$ cat config.mk
export PLATFORM = sky130hd
export DESIGN_NAME = pwconv_input_reader
export DESIGN_NICKNAME = d
export VERILOG_FILES = /design/src/rtl/pwconv_input_reader.sv
export SDC_FILE = /design/constraint.sdc
export NUM_CORES = 2
export LEC_CHECK = 0
export ABC_CLOCK_PERIOD_IN_PS = 121300
export CORE_AREA = 2 2 501 503
export CTS_CLUSTER_SIZE = 40
export DETAILED_ROUTE_END_ITERATION = 6
export DIE_AREA = 0 0 503 505
export PLACE_DENSITY_LB_ADDON = 0.05
export SLEW_MARGIN = 20
export SYNTH_ARGS = -nofsm -noshare
export SYNTH_HDL_FRONTEND = slang
export SYNTH_SLANG_ARGS = --single-unit
$ cat constraint.sdc
create_clock -name clk -period 121.3 [get_ports clk]
set_input_delay 30.325 -clock clk [delete_from_list [all_inputs] [get_ports clk]]
set_output_delay 30.325 -clock clk [all_outputs]
set_load 0.1 [all_outputs]
$ cat src/rtl/pwconv_input_reader.sv
// Ping-pong frame buffer between the depthwise stage and the pointwise datapath:
// accepts 4-pixel frames and replays them one pixel vector per beat.
// Optional build macro PWCONV_IN_RELU_EN clamps negative output lanes to zero.
module pwconv_input_reader #(
  parameter int CH   = 32,
  parameter int DW   = 8,
  parameter int NPIX = 4
) (
  input  logic             clk,
  input  logic             rst_b,
  input  logic             in_valid,
  output logic             in_ready,
  input  logic [CH*DW-1:0] in_data0,
  input  logic [CH*DW-1:0] in_data1,
  input  logic [CH*DW-1:0] in_data2,
  input  logic [CH*DW-1:0] in_data3,
  input  logic [3:0]       in_pos,
  output logic             out_valid,
  input  logic             out_ready,
  output logic [CH*DW-1:0] out_data,
  output logic [1:0]       out_pix,
  output logic [3:0]       out_pos,
  output logic             out_last,
  output logic             busy
);

  localparam int VW = CH * DW;

  logic [VW-1:0] mem_data [2][NPIX];
  logic [3:0]    mem_pos  [2];

  logic       wr_ptr;
  logic       rd_ptr;
  logic [1:0] count;
  logic [1:0] pix;

  logic accept;
  logic beat;
  logic pop;

  assign in_ready  = (count < 2'd2) && !rst_b;
  assign out_valid = (count != 2'd0);
  assign busy      = out_valid;
  assign accept    = in_valid && in_ready;
  assign beat      = out_valid && out_ready;
  assign pop       = beat && (pix == 2'd3);

  assign out_pix   = pix;
  assign out_last  = out_valid && (pix == 2'd3);

  always_ff @(posedge clk) begin
    if (accept) begin
      mem_data[wr_ptr][0] <= in_data0;
      mem_data[wr_ptr][1] <= in_data1;
      mem_data[wr_ptr][2] <= in_data2;
      mem_data[wr_ptr][3] <= in_data3;
      mem_pos[wr_ptr]     <= in_pos;
    end
  end

  always_ff @(posedge clk) begin
    if (rst_b) begin
      count  <= '0;
      wr_ptr <= 1'b0;
      rd_ptr <= 1'b0;
      pix    <= '0;
    end else begin
      if (accept) wr_ptr <= ~wr_ptr;
      if (beat)   pix    <= pix + 2'd1;
      if (pop)    rd_ptr <= ~rd_ptr;
      case ({accept, pop})
        2'b10:   count <= count + 2'd1;
        2'b01:   count <= count - 2'd1;
        default: count <= count;
      endcase
    end
  end

  // Storage is never cleared, so data/pos are forced to zero while empty
  // to give defined values after reset.
  always_comb begin
    logic [VW-1:0] raw;
    logic [DW-1:0] lane;
    raw      = mem_data[rd_ptr][pix];
    out_data = '0;
    out_pos  = out_valid ? mem_pos[rd_ptr] : 4'd0;
    for (int unsigned i = 0; i < CH; i++) begin
      lane = raw[i*DW +: DW];
`ifdef PWCONV_IN_RELU_EN
      if (lane[DW-1]) lane = '0;
`endif
      out_data[i*DW +: DW] = out_valid ? lane : '0;
    end
  end

endmodule

==> results.py <==
metrics = {
    "die": {
        "fp-row-count": 183,
        "die_w_um": 503,
        "start_util": 0.322,
        "die_area_um2": 254000,
        "coreArea_um2": 248000,
        "die_y_um": 505,
        "ios": 1298,
    },
    "outcome": {
        "status": "complete, no violations",
    },
    "route": {
        "dr.first_iter.drc_count": 3091,
        "num_vias": 44398,
        "drcViolationCount": 0,
        "ant_nets": 0,
        "viasPerCell": 4.89,
        "wl_um": 263000,
        "firstDrtPassIters": 5,
        "wl_per_cell_um": 28.9,
    },
    "logic_synthesis": {
        "yosys_warnings": 0,
        "ys_seq_elements": 2063,
        "mappedNetlistArea_um2": 80000,
        "synth_fp_nets": 5187,
        "syn_inst": 4153,
        "async_reset_ff_frac": 0,
        "ys.flop_type": "edfxtp_1",
        "synth.distinct_cells": 31,
        "avgSynthCellArea_um2": 19.3,
        "ys_seq_area_frac": 0.774,
        "synth_edf_count": 2056,
    },
    "power_and_ir_drop": {
        "p_per_area_nw_per_um2": 16.0,
        "p_leak_nw": 32.7,
        "vdd_drop_max_uv": 11.4,
    },
    "sta": {
        "period_minus_slack_ns": 62.67,
        "hold_viol": 0,
        "tightestPinTransition_ns": 1.19,
        "rsz0062_at_grt": "no",
        "final.setup.worst_slack_ns": 58.63,
        "final.setup.tns_ns": 0,
        "maxSlewViolCount": 0,
        "fin_worst_skew_ns": 0.0567,
        "fmax_ghz": 0.0160,
        "slew_headroom": 0.203,
        "setup_viol": 0,
        "min_period_over_period": 0.517,
    },
    "layout": {
        "syn_to_final_growth_pct": 29.5,
        "nets": 6529,
        "seqCellArea_um2": 61900,
        "layout-drive-gt1-share": 0.206,
        "n_fill_cell": 22666,
        "multi_input_area_um2": 16700,
        "final_cell_count_no_fill": 9087,
    },
    "clocking": {
        "post_cts_buffers": 0,
        "worstSkewPairLatency_ns": 0.86,
        "htree_levels": 4,
        "root_buffer": "clkbuf_16",
        "hold_buffers": 0,
        "cts_buffers": 230,
        "cts_buffer_depth": 3,
        "cts_resized": 0,
        "cts_tree": "done",
        "clock-sinks": 2063,
        "cts.clk_slew.worst_paths_ns": 0.06,
    },
    "critical_path": {
        "r2r_cells": 8,
        "cp_common_cell": "clkdlybuf4s50_1",
        "cp_max_fo": 8,
        "cp_top_family": "buffers and inverters",
        "cp_slowest_stage_delay_ns": 1.18,
        "cp.buffers_inverters": 2,
        "slowest_stage": "clkdlybuf4s50_1",
        "cp.depth": 3,
        "end_kind": "primary output",
        "critical_path_required_ns": 90.97,
        "arrival_ns": 32.34,
        "start_kind": "primary input",
        "r2r_slack_ns": 115.13,
        "crit_type": "in2out",
        "cp_cell_sequence": "clkdlybuf4s50_1 -> nor2_1 -> clkdlybuf4s50_1",
    },
    "placed_design": {
        "dp_hpwl_um": 174000,
        "place_ws_ns": 58.62,
        "gp_congestion": 0.788,
        "portBuffers": 1297,
        "dp.cells": 8593,
    },
    "global_route": {
        "grt_antenna_before_repair": 266,
        "grt_pass1_vias": 45803,
        "overflow": 0,
        "grt_pass1_wl_um": 357000,
        "grt_max_degree": 147,
        "grt.total_usage": 0.200,
    },
    "worst_hold_path": {
        "hp-class": "reg2reg",
        "hold_depth": 2,
    },
    "run": {
        "maxCapViolations": 0,
    },
}
==> cells by family (layout without fill, tap and decap cells) <==
family / count (synthesis) / after routing / share of synthesized area
AO/OA/AOI/OAI: 517 / 517 / 0.0404
XOR/XNOR: 5 / 5 / 0.000548
adder cells (fa/ha/maj): 2 / 2 / 0.000313
buffers and inverters: 259 / 1787 / 0.0180
flip-flops: 2063 / 2063 / 0.774
multiplexers: 1028 / 1028 / 0.145
other: 0 / 76 / 0
AND/OR/NAND/NOR: 279 / 279 / 0.0225
==> synthesized netlist by cell type (2+ instances only) <==
cell type     n  area [um^2]
nor3_2       82          821
mux2i_1       4         40.0
buf_1        12         45.0
inv_1         2         7.51
ha_1          2         25.0
dfxtp_1       7          140
nand2_1       3         11.3
nand2b_1      2         12.5
nor3_1      174          871
xor2_1        3         26.3
nor2_1       11         41.3
mux2_2      671         7560
xnor2_1       2         17.5
mux2_1      353         3980
buf_6         5         56.3
o22ai_1     512         3200
buf_4        85          638
o21ai_0       2         10.0
edfxtp_1   2056        61700
a21oi_1       2         10.0
clkbuf_1     71          267
buf_2        83          415
==> placed cells by master, fill, tap and decap left out, types with 3 or more instances in the layout <==
master           synthesis  layout
xor2_1                   3       3
edfxtp_1              2056    2056
o22ai_1                512     512
mux2i_1                  4       4
clkbuf_8                 0       7
clkinv_16                0       4
clkdlybuf4s50_1          0    1259
buf_4                   85      84
inv_6                    0       4
diode_2                  0      76
clkbuf_1                71      61
bufinv_16                0      11
buf_12                   0      11
nor2_1                  11      10
clkinv_1                 0      56
nor3_2                  82      82
clkinv_2                 0      36
nor3_1                 174     174
clkbuf_16                0     234
buf_2                   83      13
mux2_1                 353     353
dfxtp_1                  7       6
mux2_2                 671     671
==> stage by stage <==
| step | power (W) | area [um^2] | util | hold WS, ns |
|---|---|---|---|---|
| 2_1_floorplan | 0.000983 | 80000 | - | 0.472 |
| 4_1_cts | 0.00169 | 103000 | 0.417 | 0.518 |
| 3_5_place_dp | 0.00102 | 96300 | 0.388 | 0.503 |
| 3_3_place_gp | 0.00102 | 96300 | 0.388 | 0.492 |
| 6_report | 0.00166 | 104000 | 0.417 | 0.514 |
| 5_1_grt | 0.00172 | 103000 | 0.417 | 0.562 |
==> state kept, by name (all words and copies together) (netlist names), named ones only <==
signal / cells
mem_data: 2048
mem_pos: 8
rd_ptr: 1
count: 2
wr_ptr: 1
out_pix: 2
==> layer usage <==
layer  track usage  up-vias  wire length, um
li1              -    19737                -
met1         0.227    22276            99300
met2         0.330     1512           128000
met3        0.0928      675            26700
met4        0.0712      198             8280
met5             0        -             1230
==> final cells by class <==
type                       instances  share of cell area
sequential                      2063               0.597
multi-input combinational       1831               0.161
timing repair buffer            1367               0.130
clock buffer                     302              0.0597
tap                             3330              0.0402
clock inverter                   116             0.00903
antenna                           76             0.00184
inverter                           2           0.0000725
==> report_power, final <==
part	internal, W	total [W]	switching [W]
logic	0.0000607	0.000176	0.000116
clock network	0.000379	0.000662	0.000283
registers	0.000818	0.000823	0.00000511
==> path summary, 6_finish.rpt <==
| check | to | start |
|---|---|---|
| hold reg to reg | rd_ptr | rd_ptr |
| setup reg to reg | mem_data[0][303] | count[1] |
| setup / recovery | in_ready | rst_b |
| hold / removal | rd_ptr | rd_ptr |
==> worst min-delay path, delay by kind of cell (launching register included) <==
family / cells / cell delay [ns]
and+or+nand+nor: 1 / 0.08
xor gates and xnor gates: 1 / 0.08
DFF: 1 / 0.32
No activity file was read; power rests on OpenSTA's default activity.
